[config.mk]
export PLATFORM = sky130hd
export DESIGN_NAME = shared_output_arbiter
export DESIGN_NICKNAME = d
export VERILOG_FILES = /design/src/rtl/shared_output_arbiter.sv
export SDC_FILE = /design/constraint.sdc
export NUM_CORES = 1
export LEC_CHECK = 0
export CAP_MARGIN = 20
export CORE_AREA = 2 2 39 41
export CTS_CLUSTER_SIZE = 12
export DETAILED_ROUTE_END_ITERATION = 10
export DIE_AREA = 0 0 41 43
export GPL_TIMING_DRIVEN = 0
export PLACE_DENSITY = 0.79
export SKIP_CTS_REPAIR_TIMING = 1
export SLEW_MARGIN = 15
export SYNTH_ARGS = -nofsm -noshare
export SYNTH_HDL_FRONTEND = slang
export SYNTH_SLANG_ARGS = --single-unit
[constraint.sdc]
create_clock -name clock -period 3.7 [get_ports clock]
set_input_delay 0.74 -clock clock [delete_from_list [all_inputs] [get_ports clock]]
set_output_delay 0.74 -clock clock [all_outputs]
set_load 0.01 [all_outputs]
[src/rtl/shared_output_arbiter.sv]
// Round-robin arbiter for one shared output; ARB_TIMEOUT_EN adds a MAX_HOLD tenure limit with timeout pulse.
// Latency: grant one cycle after req is sampled; at least one dead (GAP) cycle between tenures.
// Backpressure: none; a requester holds req until served, an owner keeps grant until it drops req.
module shared_output_arbiter #(
  parameter int NUM_REQ  = 4,
  parameter int MAX_HOLD = 8
) (
  input  logic               clock,
  input  logic               reset_n,
  input  logic [NUM_REQ-1:0] req,
  output logic [NUM_REQ-1:0] grant,
  output logic [2:0]         owner,
  output logic               busy,
  output logic               timeout
);

  localparam int PTR_W = (NUM_REQ > 2) ? $clog2(NUM_REQ) : 1;

  localparam logic [1:0] ST_IDLE  = 2'd0;
  localparam logic [1:0] ST_GRANT = 2'd1;
  localparam logic [1:0] ST_GAP   = 2'd2;

  if (NUM_REQ < 2 || NUM_REQ > 8 || MAX_HOLD < 2 || MAX_HOLD > 255) begin : g_param_check
    $error("shared_output_arbiter: NUM_REQ must be 2..8 and MAX_HOLD 2..255");
  end

  logic [1:0]         state_q,   state_d;
  logic [NUM_REQ-1:0] grant_q,   grant_d;
  logic [2:0]         owner_q,   owner_d;
  logic               busy_q,    busy_d;
  logic               timeout_q, timeout_d;
  logic [PTR_W-1:0]   rr_ptr_q,  rr_ptr_d;

  logic               hi_vld, lo_vld;
  logic [2:0]         hi_idx, lo_idx, win_idx;
  logic [PTR_W-1:0]   ptr_nxt;
  logic               owner_req;

  // Descending scan: the last hit seen is the lowest index, both overall and at/above rr_ptr.
  always_comb begin
    hi_vld = 1'b0;
    hi_idx = 3'd0;
    lo_vld = 1'b0;
    lo_idx = 3'd0;
    for (int i = NUM_REQ - 1; i >= 0; i--) begin
      if (req[i]) begin
        lo_vld = 1'b1;
        lo_idx = 3'(i);
        if (i >= int'(rr_ptr_q)) begin
          hi_vld = 1'b1;
          hi_idx = 3'(i);
        end
      end
    end
  end

  assign win_idx   = hi_vld ? hi_idx : lo_idx;
  assign ptr_nxt   = (int'(win_idx) == NUM_REQ - 1) ? '0 : PTR_W'(win_idx + 3'd1);
  assign owner_req = |(req & grant_q);

`ifdef ARB_TIMEOUT_EN
  localparam logic [7:0] HOLD_LIM = 8'(MAX_HOLD);
  logic [7:0] hold_q, hold_d;
`endif

  always_comb begin
    state_d   = state_q;
    grant_d   = grant_q;
    owner_d   = owner_q;
    busy_d    = busy_q;
    timeout_d = 1'b0;
    rr_ptr_d  = rr_ptr_q;
`ifdef ARB_TIMEOUT_EN
    hold_d    = hold_q;
`endif
    case (state_q)
      ST_GRANT: begin
        if (!owner_req) begin
          state_d = ST_GAP;
          grant_d = '0;
          busy_d  = 1'b0;
        end
`ifdef ARB_TIMEOUT_EN
        else if (hold_q >= HOLD_LIM) begin
          state_d   = ST_GAP;
          grant_d   = '0;
          busy_d    = 1'b0;
          timeout_d = 1'b1;
        end else if (hold_q != 8'hFF) begin
          hold_d = hold_q + 8'd1;
        end
`endif
      end
      default: begin
        // IDLE and the single GAP cycle both evaluate requests afresh.
        if (lo_vld) begin
          state_d  = ST_GRANT;
          grant_d  = {{(NUM_REQ-1){1'b0}}, 1'b1} << win_idx;
          owner_d  = win_idx;
          busy_d   = 1'b1;
          rr_ptr_d = ptr_nxt;
`ifdef ARB_TIMEOUT_EN
          hold_d   = 8'd1;
`endif
        end else begin
          state_d = ST_IDLE;
          grant_d = '0;
          busy_d  = 1'b0;
        end
      end
    endcase
  end

  always_ff @(posedge clock or negedge reset_n) begin
    if (!reset_n) begin
      state_q   <= ST_IDLE;
      grant_q   <= '0;
      owner_q   <= 3'd0;
      busy_q    <= 1'b0;
      timeout_q <= 1'b0;
      rr_ptr_q  <= '0;
    end else begin
      state_q   <= state_d;
      grant_q   <= grant_d;
      owner_q   <= owner_d;
      busy_q    <= busy_d;
      timeout_q <= timeout_d;
      rr_ptr_q  <= rr_ptr_d;
    end
  end

`ifdef ARB_TIMEOUT_EN
  always_ff @(posedge clock or negedge reset_n) begin
    if (!reset_n) begin
      hold_q <= 8'd0;
    end else begin
      hold_q <= hold_d;
    end
  end
`endif

  assign grant   = grant_q;
  assign owner   = owner_q;
  assign busy    = busy_q;
  assign timeout = timeout_q;

endmodule

==> run_results.csv, run 1 <==
group,metric,value,unit
run_status,status,"complete, no violations",
clock_network,clock_latency,0.26,ns
placed_design,dp_slack,1.09,ns
detailed_routing,antenna_left,0,
detailed_routing,vias,470,
setup_path,r2r_cells,5,
clock_network,clk_path_buf_depth,2,
cells_and_area,fin_nets,82,
power_and_ir_drop,power_density,778,mW/mm^2
cells_and_area,nFillCells,135,
sta,drv_slew,0,
clock_network,cts_sinks,10,
detailed_routing,drt-initial-drc-count,9,
clock_network,path_clk_slew,0.07,ns
cells_and_area,synthToLayoutAreaGrowth,30.9,%
setup_path,reg2reg_to,"rr_ptr_q[1]",
floorplanning,fp.dieW,41,um
grt,grt_pass1_vias,473,
sta,timing.fmax,0.425,GHz
clock_network,htree_levels,1,
sta,hold_violations,0,
floorplanning,design.core.area,0.00138,mm^2
placed_design,gp_congestion,0.793,
detailed_routing,wl,1170,um
min_path,min_from,"grant[1]",
synth,synth-edff-count,0,
min_path,whs_endpoint,"grant[1]",
cells_and_area,diodes,0,
setup_path,slowest_delay,0.62,ns
cells_and_area,final_cell_mix,"clkdlybuf4s50_1 (12), dfrtp_1 (10), nand2b_1 (4), a22o_1 (4), ha_1 (4)",
sta,skew,0.000957,ns
min_path,whs_path_depth,1,
floorplanning,ios,15,
sta,period_share,63.6,%
clock_network,cts_buffers,3,
floorplanning,start_util,42.1,%
setup_path,crit_path_top_delay_cell,"clkdlybuf4s50_1",
power_and_ir_drop,leakage,0.339,nW
synth,yosys_warnings,0,
synth,synth_ff_type,"dfrtp_1",
synth,async_flop_share,100,%
sta,rsz0062_at_grt,"false",
cells_and_area,layout-drive-gt1-share,15.5,%
detailed_routing,route.detailed.drc,0,
clock_network,cts_tree,"built",
detailed_routing,dr.pass1.iters,4,
sta,finalCriticalPeriod,2.35,ns
sta,fin_setup_tns,0,ns
synth,synth.distinct_cells,29,
setup_path,worst_setup_path_start_kind,"primary input",
min_path,hold_class,"reg -> reg",
setup_path,crit_type,"in -> reg",
grt,grt_max_degree,11,
synth,synth_seq_cells,10,
cells_and_area,multi_input_area,322,um^2
setup_path,worst-path-buf-inv,1,
synth,ys_seq_area_share,42.9,%
detailed_routing,wl_per_cell,13.4,um
floorplanning,die_h,43,um
setup_path,critical_path_arrival,2.50,ns
synth,synthCells,54,
placed_design,place.port_buffers,12,
setup_path,worstPathMaxFanout,7,
setup_path,critPathTopFamily,"buffers and inverters",
sta,setup_ws,1.35,ns
flow_run,max_cap_viol_count,0,
floorplanning,dieArea,0.00176,mm^2
placed_design,place_hpwl,886,um
cells_and_area,final_common_cell,"clkdlybuf4s50_1",
synth,synth.avg_cell_area,10.8,um^2
detailed_routing,viasPerCell,5.40,
setup_path,crit_required,3.85,ns
setup_path,reg2reg_slack,1.98,ns
grt,grt_usage,16.2,%
setup_path,r2r-start,"rr_ptr_q[1]",
setup_path,path_cells,"clkdlybuf4s50_1, nand2b_1, a21boi_1, nor3_1, ha_1, mux2_1",
sta,setup_viol,0,
grt,antenna_found_initial,0,
grt,globalRouteOverflowTotal,0,
setup_path,cp-end-kind,"flip-flop",
cells_and_area,layout.area.seq,250,um^2
synth,synthesis.area,583,um^2
grt,grt_pass1_wl,1950,um
power_and_ir_drop,ir_drop,0.364,mV
floorplanning,num_rows,14,
clock_network,clockRootBuffer,"clkbuf_4",
## routing by layer
metal  GRT usage [%]  share of wire (%)
met5               0                  0
met1            21.8                 48
met2            23.1                 46
met4            8.00                  0
met3            4.19                5.6
## report_power, final
part	total (W)	switching, W	internal [W]	leakage [nW]
sequential	0.000205	0.0000421	0.000163	0.124
combinational	0.000290	0.000133	0.000157	0.193
clock	0.0000987	0.0000391	0.0000596	0.0210
total	0.000594	0.000214	0.000380	0.339
## worst reg2reg max path: cells and delay by family (launching register included)
kind                       cells  cell delay [ns]
AOI/OAI and AO/OA              1             0.25
adders and majority gates      1             0.24
DFF                            1             0.44
and+or+nand+nor                2             0.40
muxes                          1             0.28
## kinds of logic after synthesis
kind of cell,synth area share (%)
and+or+nand+nor,21.0
AOI/OAI and AO/OA,22.3
DFF,42.9
adders and majority gates,8.58
buffers and inverters,2.57
muxes,1.93
other,0.643
## per-stage QoR
stage / total power, W / cell area [um^2] / hold slack (ns) / std cells / utilization (%)
5_1_grt: 0.000640 / 763 / 0.571 / 87 / 55.2
3_3_place_gp: 0.000495 / 727 / 0.514 / 83 / 52.5
3_5_place_dp: 0.000500 / 727 / 0.517 / 83 / 52.5
2_1_floorplan: 0.000379 / 587 / 0.444 / 55 / -
4_1_cts: 0.000599 / 763 / 0.536 / 87 / 55.2
6_report: 0.000594 / 763 / 0.533 / 87 / 55.2
## synthesized netlist by cell type, types with 2 or more instances
cell      count  area, um^2
nand3_1       2        10.0
and3_1        2        12.5
a21oi_1       3        15.0
a22oi_1       2        15.0
dfrtp_1      10         250
nor2b_1       2        12.5
buf_4         2        15.0
a22o_1        4        35.0
ha_1          4        50.1
nand2b_1      4        25.0
## state kept, by name, indices dropped and copies added, names as in the netlist
name      flops
grant         4
owner         2
rr_ptr_q      2
state_q       2
## worst max-delay path by stage
stage / startpoint / endpoint / slack, ns / cells after the start
2_1_floorplan: req[2] / rr_ptr_q[1] / 1.87 / 5
3_3_place_gp: req[3] / rr_ptr_q[1] / 1.12 / 6
3_5_place_dp: req[3] / rr_ptr_q[1] / 1.09 / 6
4_1_cts: req[3] / rr_ptr_q[1] / 1.37 / 6
5_1_grt: req[3] / rr_ptr_q[1] / 1.25 / 6
6_report: req[3] / rr_ptr_q[1] / 1.35 / 6
## final cells by class
| type | count | area share (%) |
|---|---|---|
| Tap cell | 16 | 2.62 |
| Multi-Input combinational cell | 43 | 42.1 |
| Clock buffer | 4 | 4.75 |
| Sequential cell | 10 | 32.8 |
| Timing Repair Buffer | 12 | 15.7 |
| Buffer | 2 | 1.97 |
(Power assumes the default switching activity.)
==> run 2: changes to the inputs <==
Settings changed: CORE_AREA 2 2 39 41 to default, CORE_UTILIZATION from default to 41, DIE_AREA 0 0 41 43 to default, PLACE_DENSITY 0.79 to 0.78.
Clock period 3.7 ns to 2.1 ns, I/O delays scaled along.
==> run_results.csv, run 2 (synthesized netlist as in run 1, its figures left out) <==
group,metric,value,unit
run_status,status,"complete, no violations",
floorplanning,fp.dieW,39.7,um
detailed_routing,route.detailed.drc,0,
grt,grt_pass1_wl,1840,um
power_and_ir_drop,p_sw,0.000379,W
clock_network,clock_latency,0.27,ns
cells_and_area,diodes,0,
power_and_ir_drop,p_total,0.00105,W
floorplanning,ios,15,
setup_path,worst-path-buf-inv,1,
sta,skew,0.000338,ns
cells_and_area,fin_nets,82,
power_and_ir_drop,clkPwrFrac,16.9,%
clock_network,clockRootBuffer,"clkbuf_4",
setup_path,worst_setup_path_start_kind,"primary input",
placed_design,dp_cells,82,
detailed_routing,vias,477,
sta,period_share,94.4,%
grt,globalRouteOverflowTotal,0,
flow_run,max_cap_viol_count,0,
cells_and_area,synthToLayoutAreaGrowth,30.7,%
detailed_routing,wl_per_cell,13.0,um
cells_and_area,largest_register_ffs,4,
setup_path,crit_required,2.26,ns
setup_path,r2r-start,"rr_ptr_q[1]",
min_path,hold_class,"in -> async",
floorplanning,design.core.area,0.00132,mm^2
placed_design,place.port_buffers,12,
setup_path,slowest_delay,0.62,ns
grt,grt_max_degree,11,
power_and_ir_drop,p_int,0.000670,W
cells_and_area,final_cell_mix,"clkdlybuf4s50_1 (12), dfrtp_1 (10), nand2b_1 (4), a22o_1 (4), ha_1 (4)",
floorplanning,num_rows,13,
floorplanning,start_util,44.3,%
cells_and_area,instances_no_fill,86,
setup_path,r2r_cells,5,
sta,finalCriticalPeriod,1.98,ns
power_and_ir_drop,comb_power_share,48.5,%
power_and_ir_drop,power_density,1380,mW/mm^2
sta,rsz0062_at_grt,"false",
cells_and_area,layout-drive-gt1-share,15.5,%
setup_path,reg2reg_to,"rr_ptr_q[1]",
grt,grt_usage,19.7,%
clock_network,clk_path_buf_depth,2,
power_and_ir_drop,ir_drop,0.535,mV
detailed_routing,antenna_left,0,
power_and_ir_drop,netSwitchingFraction,36.2,%
clock_network,cts_buffers,3,
grt,antenna_found_initial,0,
sta,drv_slew,0,
clock_network,path_clk_slew,0.06,ns
clock_network,cts_sinks,10,
clock_network,cts_tree,"built",
sta,setup_viol,0,
placed_design,gp_congestion,0.792,
grt,grt_pass1_vias,421,
floorplanning,dieArea,0.00158,mm^2
sta,setup_ws,0.117,ns
setup_path,worstPathMaxFanout,7,
power_and_ir_drop,power_frac_seq,34.6,%
setup_path,critical_path_arrival,2.14,ns
detailed_routing,drt-initial-drc-count,5,
sta,hold_violations,0,
sta,timing.fmax,0.504,GHz
detailed_routing,dr.pass1.iters,4,
setup_path,crit_type,"in -> reg",
cells_and_area,final_common_cell,"clkdlybuf4s50_1",
detailed_routing,wl,1120,um
detailed_routing,viasPerCell,5.55,
setup_path,cp-end-kind,"flip-flop",
cells_and_area,nFillCells,121,
setup_path,reg2reg_slack,0.41,ns
setup_path,crit_path_top_delay_cell,"clkdlybuf4s50_1",
setup_path,critPathTopFamily,"buffers and inverters",
sta,holdWs,0.451,ns
power_and_ir_drop,leakage,0.339,nW
setup_path,path_cells,"clkdlybuf4s50_1, nand2b_1, a21boi_1, nor3_1, ha_1, mux2_1",
clock_network,htree_levels,1,
floorplanning,die_h,39.7,um
placed_design,dp_slack,-0.166,ns
[run 2: worst max path at each step]
stage,from,endpoint,slack [ns],cells after the start
after floorplan,rr_ptr_q[1],rr_ptr_q[1],0.50,5
after global placement,req[3],rr_ptr_q[1],-0.17,6
after detailed placement,req[3],rr_ptr_q[1],-0.17,6
after CTS,req[3],rr_ptr_q[1],0.13,6
after global routing,req[3],rr_ptr_q[1],0.03,6
final,req[3],rr_ptr_q[1],0.12,6
[run 2: per-layer routing]
layer / global-route usage, % / up-vias / wire (um)
li1: - / 236 / -
met1: 20.1 / 219 / 475
met2: 29.5 / 18 / 529
met3: 6.82 / 4 / 67
met4: 20.7 / 0 / 45
met5: 0 / - / 0
[run 2: final cells by class]
class / count / area, um^2 / area share [%]
sequential: 10 / 250 / 32.8
timing repair buffer: 12 / 120 / 15.8
buffer: 2 / 15.0 / 1.97
clock buffer: 4 / 36.3 / 4.76
tap: 15 / 18.8 / 2.46
multi-input combinational: 43 / 322 / 42.2
[run 2: power by group through the flow]
stage	sequential [W]	clock (W)	combinational, W
after floorplan	0.000382	0	0.000286
after global placement	0.000363	0	0.000507
after detailed placement	0.000369	0	0.000513
after CTS	0.000366	0.000185	0.000514
after global routing	0.000377	0.000190	0.000575
final	0.000363	0.000177	0.000509
[run 2: through the flow]
step	TNS [ns]	cell area (um^2)	utilization [%]
floorplan	0	587	-
detailed placement	-0.257	726	55.1
global route	0	762	57.8
CTS	0	762	57.8
finish	0	762	57.8
global placement	-0.284	726	55.1
==> run 3: changes to the inputs <==
Clock period 2.1 ns to 1.8 ns, I/O delays scaled along.
==> run_results.csv, run 3 (synthesized netlist as in run 1, its figures left out) <==
group,metric,value,unit
floorplanning,dieArea,0.00158,mm^2
grt,grt_pass1_wl,1840,um
power_and_ir_drop,power_density,1580,mW/mm^2
power_and_ir_drop,leakage,0.368,nW
detailed_routing,drt-initial-drc-count,9,
placed_design,gp_congestion,0.792,
detailed_routing,vias,479,
setup_path,crit_path_top_delay_cell,"dfrtp_1",
floorplanning,num_rows,13,
setup_path,endpoint,"rr_ptr_q[1]",
cells_and_area,multi_input_area,334,um^2
grt,grt_usage,19.7,%
sta,drv_slew,0,
cells_and_area,layout.area.seq,250,um^2
clock_network,clock_latency,0.27,ns
sta,holdWs,0.391,ns
detailed_routing,viasPerCell,5.57,
clock_network,cts_tree,"built",
min_path,hold_class,"in -> async",
floorplanning,fp.dieW,39.7,um
power_and_ir_drop,ir_drop,0.621,mV
placed_design,place.port_buffers,12,
cells_and_area,diodes,0,
setup_path,crit_type,"reg -> reg",
floorplanning,design.core.area,0.00132,mm^2
floorplanning,die_h,39.7,um
detailed_routing,wl_per_cell,13.1,um
clock_network,path_clk_slew,0.06,ns
setup_path,reg2reg_slack,0.11,ns
grt,grt_max_degree,11,
grt,grt_pass1_vias,421,
clock_network,clockRootBuffer,"clkbuf_4",
sta,rsz0062_at_grt,"false",
placed_design,dp_cells,82,
setup_path,crit_start,"rr_ptr_q[1]",
sta,timing.fmax,0.590,GHz
setup_path,critical_path_arrival,1.86,ns
cells_and_area,fin_nets,82,
placed_design,dp_slack,-0.406,ns
floorplanning,start_util,44.3,%
setup_path,cp-end-kind,"flip-flop",
clock_network,cts_sinks,10,
setup_path,worstPathMaxFanout,7,
cells_and_area,instances_no_fill,86,
sta,finalCriticalPeriod,1.69,ns
detailed_routing,route.detailed.drc,0,
cells_and_area,final_cell_mix,"dfrtp_1 (10), clkdlybuf4s50_1 (9), nand2b_1 (4), a22o_1 (4), ha_1 (4)",
setup_path,worst_setup_path_start_kind,"flip-flop",
setup_path,reg2reg_to,"rr_ptr_q[1]",
detailed_routing,antenna_left,0,
run_status,status,"complete, no violations",
grt,antenna_found_initial,0,
clock_network,clk_path_buf_depth,2,
clock_network,cts_buffers,3,
cells_and_area,finish.utilization,59.4,%
sta,period_share,94.1,%
grt,globalRouteOverflowTotal,0,
floorplanning,ios,15,
detailed_routing,dr.pass1.iters,4,
cells_and_area,nFillCells,118,
cells_and_area,final_common_cell,"dfrtp_1",
clock_network,htree_levels,1,
setup_path,slowest_delay,0.44,ns
setup_path,path_cells,"nand2b_1, a21o_2, and3_1, ha_1, mux2_1",
cells_and_area,largest_register_ffs,4,
sta,setup_viol,0,
detailed_routing,wl,1120,um
setup_path,r2r_cells,5,
sta,hold_violations,0,
cells_and_area,layout-drive-gt1-share,19.7,%
power_and_ir_drop,p_total,0.00124,W
setup_path,crit_required,1.96,ns
sta,setup_ws,0.105,ns
setup_path,r2r-start,"rr_ptr_q[1]",
flow_run,max_cap_viol_count,0,
cells_and_area,synthToLayoutAreaGrowth,34.1,%
sta,skew,0.000341,ns
-- run 3: changes by cell type in the layout (fill, tap and decap cells not counted) --
| cell | change |
|---|---|
| o21ai_1 | -1 |
| a21oi_1 | -1 |
| clkdlybuf4s50_1 | -3 |
| a21oi_2 | +1 |
| nor3_2 | +1 |
| dlymetal6s2s_1 | +3 |
| nor3_1 | -1 |
| o21ai_2 | +1 |
-- run 3: worst min path at each step --
stage,slack (ns),endpoint,startpoint
finish,0.39,state_q[0],reset_n
global route,0.42,owner[1],reset_n
CTS,0.41,rr_ptr_q[0],reset_n
detailed placement,0.50,owner[1],owner[1]
global placement,0.50,owner[1],owner[1]
floorplan,0.06,grant[0],reset_n
-- run 3: worst max-delay path, delay by kind of cell, from the launching register on --
family          cells  cell delay [ns]
compound gates      1             0.24
simple gates        2             0.33
flops               1             0.44
mux                 1             0.28
fa+ha+maj           1             0.28
-- run 3: power by group --
group	switching [W]	total, W	internal [W]
sequential	0.0000878	0.000423	0.000336
combinational	0.000278	0.000606	0.000327
clock	0.0000832	0.000206	0.000123
-- run 3: through the flow --
step	area, um^2	setup TNS, ns
after floorplan	587	0
after CTS	762	-0.109
after global placement	726	-1.34
final	782	0
after detailed placement	726	-1.35
after global routing	782	0
-- run 3: layout make-up --
cell class / count / share of cell area, %
multi-input cells: 43 / 42.7
flip-flops and latches: 10 / 32.0
repair buffers: 12 / 16.3
clock buffers: 4 / 4.64
well taps: 15 / 2.40
plain buffers: 2 / 1.92
-- run 3: layer usage --
metal  vias to the layer above  global-route usage (%)  wire length, um
met5                         -                       0                0
met4                         0                    20.7               45
met3                         4                    6.82               67
met2                        18                    29.5              538
met1                       220                    20.1              471
li1                        237                       -                -
